## src/rtl/scan_decoder_pkg.sv

```systemverilog
`default_nettype none
// +-----------------------------------------------------------------------+
// | Module  : scan_decoder_pkg                                            |
// | Brief   : States, mode encodings and one-hot helper for scan_decoder  |
// | Rev     : 1.0                                                         |
// +-----------------------------------------------------------------------+
package scan_decoder_pkg;

    typedef enum logic [1:0] {
        ST_IDLE   = 2'd0,
        ST_DIRECT = 2'd1,
        ST_SCAN   = 2'd2
    } state_t;

    localparam logic MODE_DIRECT = 1'b0;
    localparam logic MODE_SCAN   = 1'b1;

    // Widest decode supported (SEL_W up to 8); callers size-cast the result.
    localparam int ONEHOT_MAX_W = 256;

    function automatic logic [ONEHOT_MAX_W-1:0] onehot(input logic [7:0] idx,
                                                       input logic [8:0] width);
        logic [ONEHOT_MAX_W-1:0] result;
        result = '0;
        if ({1'b0, idx} < width) begin
            result[idx] = 1'b1;
        end
        return result;
    endfunction

endpackage
`default_nettype wire

```

## src/rtl/scan_decoder_if.sv

```systemverilog
`default_nettype none
// +-----------------------------------------------------------------------+
// | Module  : scan_decoder_if                                             |
// | Brief   : Control and decoded-output bundle for scan_decoder          |
// | Rev     : 1.0                                                         |
// +-----------------------------------------------------------------------+
interface scan_decoder_if #(
    parameter int SEL_W = 3
);
    localparam int OUT_W = 2**SEL_W;

    logic             en;
    logic             mode;
    logic             sel_valid;
    logic [SEL_W-1:0] sel;
    logic [SEL_W-1:0] scan_last;
    logic [OUT_W-1:0] out;
    logic [SEL_W-1:0] idx;
    logic             wrap;

    modport master (
        output en, mode, sel_valid, sel, scan_last,
        input  out, idx, wrap
    );

    modport slave (
        input  en, mode, sel_valid, sel, scan_last,
        output out, idx, wrap
    );

endinterface
`default_nettype wire

```

## src/rtl/dwell_timer.sv

```systemverilog
`default_nettype none
// +-----------------------------------------------------------------------+
// | Module  : dwell_timer                                                 |
// | Brief   : Counts DWELL cycles while run is high; tick on last cycle   |
// | Rev     : 1.0                                                         |
// +-----------------------------------------------------------------------+
module dwell_timer #(
    parameter int DWELL = 4
) (
    input  logic clk,
    input  logic rst,
    input  logic clr,
    input  logic run,
    output logic tick
);

    localparam int DWELL_W = $clog2(DWELL + 1);
    localparam logic [DWELL_W-1:0] c_dwell_last = DWELL_W'(DWELL - 1);

    logic [DWELL_W-1:0] r_cnt;

    assign tick = run && (r_cnt == c_dwell_last);

    always_ff @(posedge clk) begin
        if (rst || clr) begin
            r_cnt <= '0;
        end else if (run) begin
            if (r_cnt == c_dwell_last) begin
                r_cnt <= '0;
            end else begin
                r_cnt <= r_cnt + 1'b1;
            end
        end
    end

endmodule
`default_nettype wire

```

## src/rtl/scan_decoder.sv

```systemverilog
`default_nettype none
// +-----------------------------------------------------------------------+
// | Module  : scan_decoder                                                |
// | Brief   : Registered index-to-one-hot decoder, DIRECT and SCAN modes  |
// | Option  : SCAN_DECODER_BLANK_EN inserts a blank cycle between indices |
// | Rev     : 1.0                                                         |
// +-----------------------------------------------------------------------+
module scan_decoder
    import scan_decoder_pkg::*;
#(
    parameter int SEL_W = 3,
    parameter int DWELL = 4
) (
    input  logic           clk,
    input  logic           rst,
    scan_decoder_if.slave  bus
);

    localparam int OUT_W = 2**SEL_W;

    state_t           r_state;
    state_t           w_next;
    logic [OUT_W-1:0] r_out;
    logic [OUT_W-1:0] w_out;
    logic [SEL_W-1:0] r_idx;
    logic [SEL_W-1:0] w_idx;
    logic             r_wrap;
    logic             w_wrap;
    logic             r_started;
    logic             w_started;
    logic             r_blank;
    logic             w_blank;

    logic             w_hold_scan;
    logic             w_run;
    logic             w_tick;
    logic             w_at_last;
    logic [SEL_W-1:0] w_idx_succ;
    logic [OUT_W-1:0] w_oh_sel;
    logic [OUT_W-1:0] w_oh_cur;

    assign w_oh_sel   = OUT_W'(onehot(8'(bus.sel), 9'(OUT_W)));
    assign w_oh_cur   = OUT_W'(onehot(8'(r_idx), 9'(OUT_W)));
    assign w_at_last  = (r_idx >= bus.scan_last);
    assign w_idx_succ = w_at_last ? '0 : r_idx + 1'b1;

`ifndef SCAN_DECODER_BLANK_EN
    logic [OUT_W-1:0] w_oh_succ;
    assign w_oh_succ = OUT_W'(onehot(8'(w_idx_succ), 9'(OUT_W)));
`endif

    // Dwell counting only runs while an index is actually being shown.
    assign w_hold_scan = (r_state == ST_SCAN) && (w_next == ST_SCAN);
    assign w_run       = w_hold_scan && r_started && !r_blank;

    dwell_timer #(
        .DWELL (DWELL)
    ) u_dwell_timer (
        .clk  (clk),
        .rst  (rst),
        .clr  (!w_run),
        .run  (w_run),
        .tick (w_tick)
    );

    always_ff @(posedge clk) begin
        if (rst) begin
            r_state   <= ST_IDLE;
            r_out     <= '0;
            r_idx     <= '0;
            r_wrap    <= 1'b0;
            r_started <= 1'b0;
            r_blank   <= 1'b0;
        end else begin
            r_state   <= w_next;
            r_out     <= w_out;
            r_idx     <= w_idx;
            r_wrap    <= w_wrap;
            r_started <= w_started;
            r_blank   <= w_blank;
        end
    end

    always_comb begin
        w_next = r_state;
        if (!bus.en) begin
            w_next = ST_IDLE;
        end else if (bus.mode == MODE_SCAN) begin
            w_next = ST_SCAN;
        end else begin
            w_next = ST_DIRECT;
        end
    end

    // Any state change, and IDLE itself, restarts from a blank output.
    always_comb begin
        w_out     = '0;
        w_idx     = '0;
        w_wrap    = 1'b0;
        w_started = 1'b0;
        w_blank   = 1'b0;
        if (r_state == w_next) begin
            case (r_state)
                ST_DIRECT: begin
                    w_out = r_out;
                    w_idx = r_idx;
                    if (bus.sel_valid) begin
                        w_out = w_oh_sel;
                        w_idx = bus.sel;
                    end
                end
                ST_SCAN: begin
                    w_started = 1'b1;
                    if (!r_started) begin
                        w_out = OUT_W'(1);
                        w_idx = '0;
                    end else if (r_blank) begin
                        w_out  = w_oh_cur;
                        w_idx  = r_idx;
                        w_wrap = (r_idx == '0);
                    end else if (w_tick) begin
`ifdef SCAN_DECODER_BLANK_EN
                        w_out   = '0;
                        w_idx   = w_idx_succ;
                        w_blank = 1'b1;
`else
                        w_out  = w_oh_succ;
                        w_idx  = w_idx_succ;
                        w_wrap = w_at_last;
`endif
                    end else begin
                        w_out = r_out;
                        w_idx = r_idx;
                    end
                end
                default: begin
                end
            endcase
        end
    end

    assign bus.out  = r_out;
    assign bus.idx  = r_idx;
    assign bus.wrap = r_wrap;

endmodule
`default_nettype wire

```

## src/flat_wrapper.sv

```systemverilog
// flat-port wrapper written by rule: the top's interface ports become plain ports
module scan_decoder_flat import scan_decoder_pkg::*;
#(
    parameter int SEL_W = 3,
    parameter int DWELL = 4
)
  (clk, rst, bus_en, bus_mode, bus_sel_valid, bus_sel, bus_scan_last, bus_out, bus_idx, bus_wrap);
  scan_decoder_if #(.SEL_W(SEL_W)) bus_i ();
  input  logic clk;
  input  logic rst;
  input wire logic [$bits(bus_i.en)-1:0] bus_en;
  input wire logic [$bits(bus_i.mode)-1:0] bus_mode;
  input wire logic [$bits(bus_i.sel_valid)-1:0] bus_sel_valid;
  input wire logic [$bits(bus_i.sel)-1:0] bus_sel;
  input wire logic [$bits(bus_i.scan_last)-1:0] bus_scan_last;
  output wire logic [$bits(bus_i.out)-1:0] bus_out;
  output wire logic [$bits(bus_i.idx)-1:0] bus_idx;
  output wire logic [$bits(bus_i.wrap)-1:0] bus_wrap;
  assign bus_i.en = bus_en;
  assign bus_i.mode = bus_mode;
  assign bus_i.sel_valid = bus_sel_valid;
  assign bus_i.sel = bus_sel;
  assign bus_i.scan_last = bus_scan_last;
  assign bus_out = bus_i.out;
  assign bus_idx = bus_i.idx;
  assign bus_wrap = bus_i.wrap;
  scan_decoder #(.SEL_W(SEL_W), .DWELL(DWELL)) u_core (.clk(clk), .rst(rst), .bus(bus_i));
endmodule
```

## config.mk

```make
export PLATFORM = sky130hd
export DESIGN_NAME = scan_decoder_flat
export DESIGN_NICKNAME = d
export VERILOG_FILES = /design/src/rtl/scan_decoder_pkg.sv /design/src/rtl/scan_decoder_if.sv /design/src/rtl/dwell_timer.sv /design/src/rtl/scan_decoder.sv /design/src/flat_wrapper.sv
export SDC_FILE = /design/constraint.sdc
export NUM_CORES = 1
export LEC_CHECK = 0
export CAP_MARGIN = 10
export CELL_PAD_IN_SITES_DETAIL_PLACEMENT = 2
export CELL_PAD_IN_SITES_GLOBAL_PLACEMENT = 2
export CORE_MARGIN = 1.5
export CORE_UTILIZATION = 31
export DETAILED_ROUTE_END_ITERATION = 6
export PLACE_DENSITY_LB_ADDON = 0.15
export SYNTH_ARGS = -nofsm -noshare
export SYNTH_HDL_FRONTEND = slang
export SYNTH_SLANG_ARGS = --single-unit
```

## constraint.sdc

```tcl
create_clock -name clk -period 5.4 [get_ports clk]
set_input_delay 1.08 -clock clk [delete_from_list [all_inputs] [get_ports clk]]
set_output_delay 1.08 -clock clk [all_outputs]
set_load 0.01 [all_outputs]
```

==> results of run 1 <==
per-stage QoR:
step | setup slack (ns) | hold slack [ns]
floorplan | 3.096 | 0.3959
global placement | 2.468 | 0.4083
detailed placement | 2.401 | 0.4183
CTS | 2.700 | 0.4335
global route | 2.569 | 0.4429
finish | 2.700 | 0.4265
sequential cells by signal, indices dropped and copies added, names as in the netlist:
register                    flops
u_core.bus.out                  8
u_core.r_state                  2
u_core.r_started                1
u_core.bus.idx                  3
u_core.bus.wrap                 1
u_core.u_dwell_timer.r_cnt      3
final cells by class:
| class | count | area [µm²] |
|---|---|---|
| clock buffer | 3 | 22.52 |
| multi-input combinational | 87 | 608.1 |
| inverter | 7 | 26.28 |
| sequential | 18 | 360.3 |
| tap | 44 | 55.05 |
| timing repair buffer | 22 | 220.2 |
| fill | 370 | 1760 |
Yosys cell counts (2+ instances only):
master,n,area (µm²)
nor2b_1,2,12.51
nor4b_1,3,26.28
a22oi_1,3,22.52
nor3_1,5,25.02
ha_1,7,87.58
o21ai_1,3,15.01
o21ai_0,4,20.02
dfxtp_1,18,360.4
nand2b_1,2,12.51
o22ai_1,3,18.77
nand3_1,2,10.01
nand2_1,9,33.78
inv_1,7,26.28
nor3_2,3,30.03
nor2_1,15,56.30
o31ai_1,3,22.52
nor4_1,4,25.02
nand4_1,2,12.51
routing by layer:
metal | track usage | up-vias
li1 | - | 469
met1 | 0.2050 | 475
met2 | 0.3137 | 14
met3 | 0.03896 | 4
met4 | 0.04762 | 0
met5 | 0 | -
logic make-up (layout without fill, tap and decap cells):
kind of cell    after synthesis  count (layout)
simple gates                 52              52
compound gates               27              27
flops                        18              18
buf+inv                       8              32
fa+ha+maj                     7               7
xor+xnor                      1               1
worst min path at each step:
| stage | from | to | slack (ns) |
|---|---|---|---|
| 6_report | u_core.u_dwell_timer.r_cnt[0] | u_core.u_dwell_timer.r_cnt[0] | 0.43 |
| 5_1_grt | u_core.u_dwell_timer.r_cnt[0] | u_core.u_dwell_timer.r_cnt[0] | 0.44 |
| 4_1_cts | u_core.u_dwell_timer.r_cnt[0] | u_core.u_dwell_timer.r_cnt[0] | 0.43 |
| 3_5_place_dp | u_core.u_dwell_timer.r_cnt[0] | u_core.u_dwell_timer.r_cnt[0] | 0.42 |
| 3_3_place_gp | u_core.u_dwell_timer.r_cnt[0] | u_core.u_dwell_timer.r_cnt[0] | 0.41 |
| 2_1_floorplan | u_core.u_dwell_timer.r_cnt[0] | u_core.u_dwell_timer.r_cnt[0] | 0.40 |
power groups by stage:
stage | logic [mW] | clock network (mW) | registers [mW]
2_1_floorplan | 0.0158 | 0 | 0.138
3_3_place_gp | 0.0306 | 0 | 0.138
3_5_place_dp | 0.0313 | 0 | 0.138
4_1_cts | 0.0318 | 0.0703 | 0.135
5_1_grt | 0.0344 | 0.0778 | 0.135
6_report | 0.0315 | 0.0670 | 0.135
==> metrics.log, run 1 <==
INFO  metric area_growth_syn_to_layout = 29.29%
INFO  metric inserted_diodes = 0
INFO  metric clk_root_buffer_cell = clkbuf_4
INFO  metric postLayoutCoreUtil = 0.4234
INFO  metric cp_slowest_stage_delay = 0.45 ns
INFO  metric run_status = complete, no violations
INFO  metric postSynthNetCount = 131
INFO  metric post-route-cell-area = 0.001292 mm²
INFO  metric min_period_over_period = 0.4999
INFO  metric synthAdderAreaFrac = 0.08761
INFO  metric fin_crit = 2.700 ns
INFO  metric initialDrtViolationCount = 20
INFO  metric syn_area = 999.7 µm²
INFO  metric route.top_layer_used = met4
INFO  metric grt_overflow_total = 0
INFO  metric power.clock.fraction = 0.287
INFO  metric worstSkewPairLatency = 0.29 ns
INFO  metric synthMuxAreaShare = 0
INFO  metric power.density = 180.8 mW/mm²
INFO  metric path_buf_inv = 2
INFO  metric critical_path_depth = 8
INFO  metric commonest_register_cell_after_synthesis = dfxtp_1
INFO  metric starting_density = 0.3275
INFO  metric slowest_stage = clkdlybuf4s50_1
INFO  metric seq_power_share = 0.578
INFO  metric rsz0062_at_grt = false
INFO  metric cts_tree = yes
INFO  metric clkTransAtPathRegs = 0.10 ns
INFO  metric htree_num_levels = 1
INFO  metric globalRouteTotalUtil = 0.1741
INFO  metric crit_path_end_kind = flip-flop
INFO  metric postRouteWirelength = 2778 µm
INFO  metric critPathLaunch = bus_scan_last[2]
INFO  metric detailroute.wirelength.met3 = 86 µm
INFO  metric final-max-slew-violation-count = 0
INFO  metric postSynthAreaPerCell = 8.847 µm²
INFO  metric gate_count_of_the_mapped_netlist = 113
INFO  metric dominant_combinational_cell_family_by_area_after_synthesis = simple AND/OR/NAND/NOR gates
INFO  metric rows = 20
INFO  metric tritoncts_num_sinks = 18
INFO  metric worstPathRequired = 5.63 ns
INFO  metric postCtsResizedCells = 0
INFO  metric dieArea = 0.003574 mm²
INFO  metric met2_wirelength = 1470 µm
INFO  metric hold_path.class = reg2reg
INFO  metric yosys.cell_types.count = 36
INFO  metric layout_commonest_cell = clkdlybuf4s50_1
INFO  metric die_width = 59.79 µm
INFO  metric pin_count_of_the_biggest_net_entering_global_routing = 14
INFO  metric min_path_cells = 1
INFO  metric synthesis.yosys.warnings = 0
INFO  metric asyncSetResetFlopFracSynth = 0
INFO  metric finish.net_count = 157
INFO  metric synth-seq-cells = 18
INFO  metric number_of_antenna_violations_at_the_first_check_in_global_routing = 0
INFO  metric cts_setup_buffers = 0
INFO  metric worst-setup-path-type = in2reg
INFO  metric final_weighted_congestion_of_routability_driven_global_placement = 0.8490
INFO  metric tritoncts.num_buffers = 3
INFO  metric detailedRoute.firstPassIterationCount = 4
INFO  metric hold_viol = 0
INFO  metric route.detailed.drc = 0
INFO  metric detailedPlacementHpwl = 2177 µm
INFO  metric clock_skew = 0.002615 ns
INFO  metric tightestPinTransition = 0.5086 ns
INFO  metric grt_pass1_wl = 4636 µm
INFO  metric worstPathCellList = clkdlybuf4s50_1 -> inv_1 -> ha_1 -> a21oi_2 -> o21ai_1 -> nor4_1 -> nor3_1 -> nor3_2
INFO  metric top_level_ports = 23
INFO  metric power.share.switching = 0.2557
INFO  metric number_of_non_filler_instances_in_the_completed_layout = 181
INFO  metric launch_instance_of_the_worst_register_to_register_path = u_core.bus.idx[0]
INFO  metric mostFrequentLayoutCells = clkdlybuf4s50_1, dfxtp_1, nor2_1
INFO  metric start_kind = input pin
INFO  metric slew_headroom = 0.6586
INFO  metric power.share.combinational = 0.135
INFO  metric wl_met1 = 1192 µm
INFO  metric p_leak = 0.4450 nW
INFO  metric rr_endpoint = u_core.bus.out[1]
INFO  metric power.total = 0.2336 mW
INFO  metric synth-compound-area-share = 0.2128
INFO  metric summed_negative_setup_slack_over_all_endpoints = 0 ns
INFO  metric critPathMaxFanout = 7
INFO  metric irDropWorstVdd = 93.80 µV
INFO  metric internal_power = 0.1739 mW
INFO  metric antenna_left = 0
INFO  metric synth_simple_gate_area_frac = 0.2916
INFO  metric via_count = 962
INFO  metric postCtsHoldBufs = 0
INFO  metric avgRoutedWirePerCell = 15.35 µm
INFO  metric vias_per_cell = 5.315
INFO  metric place.port_buffers = 22
INFO  metric worst-r2r-setup-slack = 3.30 ns
INFO  metric critical_path_arrival = 2.93 ns
INFO  metric maxCapViolations = 0
INFO  metric clock_tree.buffer_depth = 2
INFO  metric edff_count_synth = 0
INFO  metric grt_pass1_vias = 1003
INFO  metric share_of_layout_cells_above_drive_strength_1 = 0.09489
INFO  metric dieHeight = 59.79 µm
INFO  metric dp_cells = 178
INFO  metric worst_setup_path_endpoint = u_core.bus.out[1]
INFO  metric max_freq = 370.4 MHz
INFO  metric core_region_area = 0.003053 mm²
INFO  metric rr_worst_depth = 7
INFO  metric xor_and_xnor_fraction_of_the_mapped_netlist_area = 0.01627
INFO  metric power.net_switching = 0.05973 mW
INFO  metric post_place_instance_area = 0.001270 mm²
INFO  metric setup_viol = 0
INFO  metric synth_sequential_area_ratio = 0.3605
INFO  metric path_delay_family = simple AND/OR/NAND/NOR gates
No activity file was read; power rests on OpenSTA's default activity.
==> run 2, diff against run 1 <==
--- a/config.mk
+++ b/config.mk
@@ -9,7 +9,7 @@
 export CELL_PAD_IN_SITES_DETAIL_PLACEMENT = 2
 export CELL_PAD_IN_SITES_GLOBAL_PLACEMENT = 2
 export CORE_MARGIN = 1.5
-export CORE_UTILIZATION = 31
+export CORE_UTILIZATION = 26
 export DETAILED_ROUTE_END_ITERATION = 6
 export PLACE_DENSITY_LB_ADDON = 0.15
 export SYNTH_ARGS = -nofsm -noshare
==> constraint.sdc (replaced) <==
create_clock -name clk -period 2.3 [get_ports clk]
set_input_delay 0.46 -clock clk [delete_from_list [all_inputs] [get_ports clk]]
set_output_delay 0.46 -clock clk [all_outputs]
set_load 0.01 [all_outputs]
==> run 2 against run 1 <==
Flip-flop and latch count is the same. Combinational power grew 140%. Core utilization shrank 6.0 points. First-iteration DRC count grew 20%. Die area grew 18%. Via count shrank 0.10%. Clock-buffer cell count is the same. Global-route usage shrank 2.8 points. Sequential share of layout area shrank 0.96 points. Non-clock buffer count grew 3. Register-to-register slack lost 2.8 ns. Critical endpoint unchanged. Largest power group unchanged.
==> metrics.log, run 2 (same netlist as run 1, synthesis figures left out) <==
INFO  metric critPathLaunch = bus_scan_last[2]
INFO  metric critical_path_arrival = 2.25 ns (-0.68 ns)
INFO  metric dieHeight = 65.01 µm (+8.7%)
INFO  metric starting_density = 0.2710 (-0.05643)
INFO  metric path_buf_inv = 2 (unchanged)
INFO  metric grt_overflow_total = 0 (unchanged)
INFO  metric clkTransAtPathRegs = 0.07 ns (-0.03 ns)
INFO  metric crit_path_end_kind = flip-flop
INFO  metric dp_cells = 185 (+3.9%)
INFO  metric share_of_layout_cells_above_drive_strength_1 = 0.1143 (+0.01940)
INFO  metric p_leak = 0.4676 nW (+5.1%)
INFO  metric grt_pass1_wl = 4685 µm (+1.1%)
INFO  metric antenna_left = 0 (unchanged)
INFO  metric postCtsHoldBufs = 0 (unchanged)
INFO  metric power.total = 0.6183 mW (+160%)
INFO  metric place.port_buffers = 22 (unchanged)
INFO  metric layout_commonest_cell = clkdlybuf4s50_1
INFO  metric detailedRoute.firstPassIterationCount = 4 (unchanged)
INFO  metric cp_slowest_stage_delay = 0.45 ns (about the same)
INFO  metric critPathMaxFanout = 7 (unchanged)
INFO  metric worst_slack = 0.1909 ns (-2.510 ns)
INFO  metric max_reg_flops = 8 (unchanged)
INFO  metric clock_skew = 0.002571 ns (-0.00004353 ns)
INFO  metric fin_crit = 2.109 ns
INFO  metric start_kind = input pin
INFO  metric worst-r2r-setup-slack = 0.45 ns (-2.85 ns)
INFO  metric fin_worst_hold_slack = 0.4283 ns (+0.001763 ns)
INFO  metric holdCritStartpoint = u_core.u_dwell_timer.r_cnt[0]
INFO  metric min_path_cells = 1 (unchanged)
INFO  metric postRouteWirelength = 2876 µm (+3.5%)
INFO  metric final-max-slew-violation-count = 0 (unchanged)
INFO  metric vias_per_cell = 5.112 (-3.8%)
INFO  metric rr_worst_depth = 6 (-1)
INFO  metric tritoncts.num_buffers = 3 (unchanged)
INFO  metric postCtsResizedCells = 0 (unchanged)
INFO  metric pin_count_of_the_biggest_net_entering_global_routing = 13 (-1)
INFO  metric dieArea = 0.004226 mm² (+18%)
INFO  metric htree_num_levels = 1 (unchanged)
INFO  metric max_freq = 474.1 MHz
INFO  metric core_region_area = 0.003689 mm² (+21%)
INFO  metric route.detailed.drc = 0 (unchanged)
INFO  metric rsz0062_at_grt = false
INFO  metric clk_root_buffer_cell = clkbuf_8
INFO  metric run_status = complete, no violations
INFO  metric avgRoutedWirePerCell = 15.30 µm (-0.33%)
INFO  metric initialDrtViolationCount = 24 (+20%)
INFO  metric setup_viol = 0 (unchanged)
INFO  metric globalRouteTotalUtil = 0.1465 (-0.02756)
INFO  metric maxCapViolations = 0 (unchanged)
INFO  metric worstSkewPairLatency = 0.25 ns (-0.04 ns)
INFO  metric slowest_stage = clkdlybuf4s50_1
INFO  metric grt_pass1_vias = 989 (-1.4%)
INFO  metric irDropWorstVdd = 212.2 µV (+130%)
INFO  metric worstPathCellList = clkdlybuf4s50_1 -> inv_1 -> ha_1 -> nand2_1 -> o21ai_1 -> nor4_1 -> nor3_1 -> nor3_2
INFO  metric mostFrequentLayoutCells = clkdlybuf4s50_1, dfxtp_1, nor2_1
INFO  metric die_width = 65.01 µm (+8.7%)
INFO  metric power.density = 461.9 mW/mm² (+160%)
INFO  metric critical_path_depth = 8 (unchanged)
INFO  metric number_of_antenna_violations_at_the_first_check_in_global_routing = 0 (unchanged)
INFO  metric rows = 22 (+10%)
INFO  metric top_level_ports = 23 (unchanged)
INFO  metric clock_tree.buffer_depth = 2 (unchanged)
INFO  metric path_delay_family = simple AND/OR/NAND/NOR gates
INFO  metric hold_viol = 0 (unchanged)
INFO  metric via_count = 961 (-0.10%)
INFO  metric final_weighted_congestion_of_routability_driven_global_placement = 0.7231 (-15%)
INFO  metric finish.net_count = 160 (+1.9%)
INFO  metric area_growth_syn_to_layout = 33.92%
INFO  metric place_worst_setup_slack = -0.1159 ns (-2.517 ns)
INFO  metric tightestPinTransition = 0.4655 ns (-0.04310 ns)
INFO  metric number_of_non_filler_instances_in_the_completed_layout = 188 (+3.9%)
INFO  metric cts_setup_buffers = 0 (unchanged)
INFO  metric tritoncts_num_sinks = 18 (unchanged)
INFO  metric hold_path.class = reg2reg
INFO  metric launch_instance_of_the_worst_register_to_register_path = u_core.bus.idx[2]
INFO  metric detailedPlacementHpwl = 2298 µm (+5.6%)
INFO  metric cts_tree = yes
INFO  metric inserted_diodes = 0 (unchanged)
INFO  metric postLayoutCoreUtil = 0.3630 (-0.06040)
INFO  metric worstPathRequired = 2.44 ns (-3.19 ns)
INFO  metric slew_headroom = 0.6876 (+0.02893)
INFO  metric min_period_over_period = 0.9170
INFO  metric worst-setup-path-type = in2reg
-- run 2: path summary, 6_finish.rpt --
check	endpoint
setup / recovery	u_core.bus.out[1]
hold / removal	u_core.u_dwell_timer.r_cnt[0]
setup reg to reg	u_core.bus.out[1]
hold reg to reg	u_core.u_dwell_timer.r_cnt[0]
-- run 2: worst register-to-register path, stage by stage, from the launching register on --
cell and delay [ns]:
dfxtp_1 0.44, ha_1 0.29, a21oi_2 0.21, o21ai_1 0.22
nor4_1 0.35, nor3_1 0.12, nor3_2 0.16
-- run 2: per-stage QoR --
step	instance area [µm²]	setup TNS, ns
after floorplan	999.7	0
after global placement	1297	-0.03698
after detailed placement	1297	-0.2906
after CTS	1339	0
after global routing	1339	0
final	1339	0
-- run 2: report_power, final --
part	switching, mW	internal, mW	total [mW]	leakage, nW
clock	0.108	0.117	0.225	0.0216
sequential	0.00280	0.314	0.317	0.145
combinational	0.0414	0.0351	0.0765	0.301
-- run 2: final cells by class --
class	instances	area [µm²]
clock buffers	3	41.29
fillers	440	2350
repair buffers	25	242.7
well taps	48	60.06
inverters	7	26.28
flip-flops and latches	18	360.3
multi-input cells	87	608.1
-- run 2: metal layers --
metal	share of wire	global-route usage
met1	0.45	0.1773
met2	0.51	0.2577
met4	0.016	0.05469
met5	0	0
met3	0.030	0.02604
==> RTL edit: new RTL, flow settings as in run 2 <==
Re-encode `state_t` (3 states) as one-hot, 3 bits wide.
--- a/src/rtl/scan_decoder_pkg.sv
+++ b/src/rtl/scan_decoder_pkg.sv
@@ -8,6 +8,6 @@
 
-    typedef enum logic [1:0] {
-        ST_IDLE   = 2'd0,
-        ST_DIRECT = 2'd1,
-        ST_SCAN   = 2'd2
+    typedef enum logic [2:0] {
+        ST_IDLE   = 3'b001,
+        ST_DIRECT = 3'b010,
+        ST_SCAN   = 3'b100
     } state_t;
Behaviour: no difference found for any inputs over 10 cycles, from zero or initial values and one cycle with rst high; not proved beyond that.
==> RTL edit against run 2 <==
  * Largest cell class unchanged
  * Synthesized area is 4.6% higher
  * Largest power group unchanged
  * Utilization is 0.17 points higher
  * Count of clock-buffer cells in the layout is 1 higher
  * Clock power is 6% higher
  * Power is 2.7% higher
  * Sequential cell count is 1 higher
  * Worst setup slack better by 59 ps
  * Routed wire length is 4.0% higher
  * Cell area is 2.7% higher
==> RTL edit: results (changes against run 2) <==
status: "complete, no violations"
yosys-top-cells-area: "dfxtp_1 36%, ha_1 6.0%, a21oi_2 5.0%, a21oi_1 4.8%, nor3b_1 4.3%"
wirelength_microns: 2990  # +4.0%
dpl_cell_area_sq_um: 1330  # +2.5%
nets: 163  # +1.9%
grt_util_met3_pct: 2.56  # -0.049 points
vias: 1000  # +4.1%
finalCritPeriodShare_pct: 89.1  # -2.6 points
slowest_stage: "or4_1"
ir_drop_v: 0.000192  # -9.3%
wl_met1_microns: 1370  # +6.4%
grt_pass1_vias: 1063  # +7.5%
dr_wl_met2_microns: 1520  # +4.0%
use_met2_pct: 26.3  # +0.48 points
grt_usage_pct: 14.6  # -0.025 points
grt_pass1_wl_microns: 4890  # +4.4%
grtUsageMet1_pct: 17.2  # -0.55 points
synth_commonest_cells: "19 x dfxtp_1, 10 x a21oi_1, 9 x nand2_1"
leakage_nw: 0.469  # +0.36%
rr_startpoint: "u_core.bus.idx[0]$_SDFFE_PP0P_"
rrSetupSlack_ps: 300  # -150 ps
holdCritStartpoint: "u_core.u_dwell_timer.r_cnt[0]$_SDFFE_PP0N_"
clock_skew_ps: 2.57  # +0.00339 ps
grt_max_degree: 14  # +1
drt_iter0_markers: 27  # +13%
hold_path_end: "u_core.u_dwell_timer.r_cnt[0]$_SDFFE_PP0N_"
yosysUniqueCellTypes: 35  # -2.8%
yosysSeqAreaShare_pct: 36.4  # +0.32 points
core_sq_um: 3770  # +2.2%
fillCellCount: 442  # +0.45%
endpoint: "u_core.bus.out[4]$_SDFFE_PP0P_"
dpl.hpwl_microns: 2340  # +1.9%
layout-drive-gt1-share_pct: 13.0  # +1.6 points
pre_cts_slack_ps: -32.3  # +83.6 ps
cpPeakStageDelay_ps: 560  # +110 ps
## RTL edit: changes by cell type after synthesis, moves of 3 or more
cell | before | now
nor4b_1 | 3 | 0
o22ai_1 | 3 | 0
nor3b_1 | 1 | 6
a21oi_2 | 1 | 6
nor2_1 | 15 | 7
a32oi_1 | 0 | 3
nor4_1 | 4 | 0
nand3b_1 | 0 | 3
a21oi_1 | 1 | 10
## RTL edit: power by group
group | total, mW | internal (mW) | switching (mW)
registers | 0.336 | 0.331 | 0.00447
clock network | 0.238 | 0.123 | 0.115
logic | 0.0611 | 0.0313 | 0.0298
total | 0.635 | 0.486 | 0.149
## RTL edit: through the flow
step	setup TNS (ps)	hold WS, ps	power, mW	instances
floorplan	0	407	0.371	119
global placement	0	419	0.403	190
detailed placement	-32.3	428	0.405	190
CTS	0	439	0.644	194
global route	0	481	0.665	194
finish	0	433	0.635	194
## RTL edit: final cells by class
cell class	instances	area (sq um)	share of cell area (%)
Multi-Input combinational cell	90	613	44.6
Inverter	7	26.3	1.91
Timing Repair Buffer	26	250	18.2
Tap cell	48	60.1	4.37
Sequential cell	19	380	27.7
Clock buffer	4	45.0	3.28
## RTL edit: worst register-to-register path: cells and delay by family, from the launching register on
family	cells	cell delay (ps)
compound gates	2	330
fa+ha+maj	1	300
buf+inv	1	110
flops	1	500
simple gates	2	690
## RTL edit: cells by family (layout without fill, tap and decap cells)
family / Yosys count / after routing / synth area share, %
buffers and inverters: 10 / 37 / 5.02
XOR/XNOR: 1 / 1 / 0.837
adder cells (fa/ha/maj): 5 / 5 / 5.98
AO/OA/AOI/OAI: 30 / 30 / 20.0
flip-flops: 19 / 19 / 36.4
AND/OR/NAND/NOR: 54 / 54 / 31.8
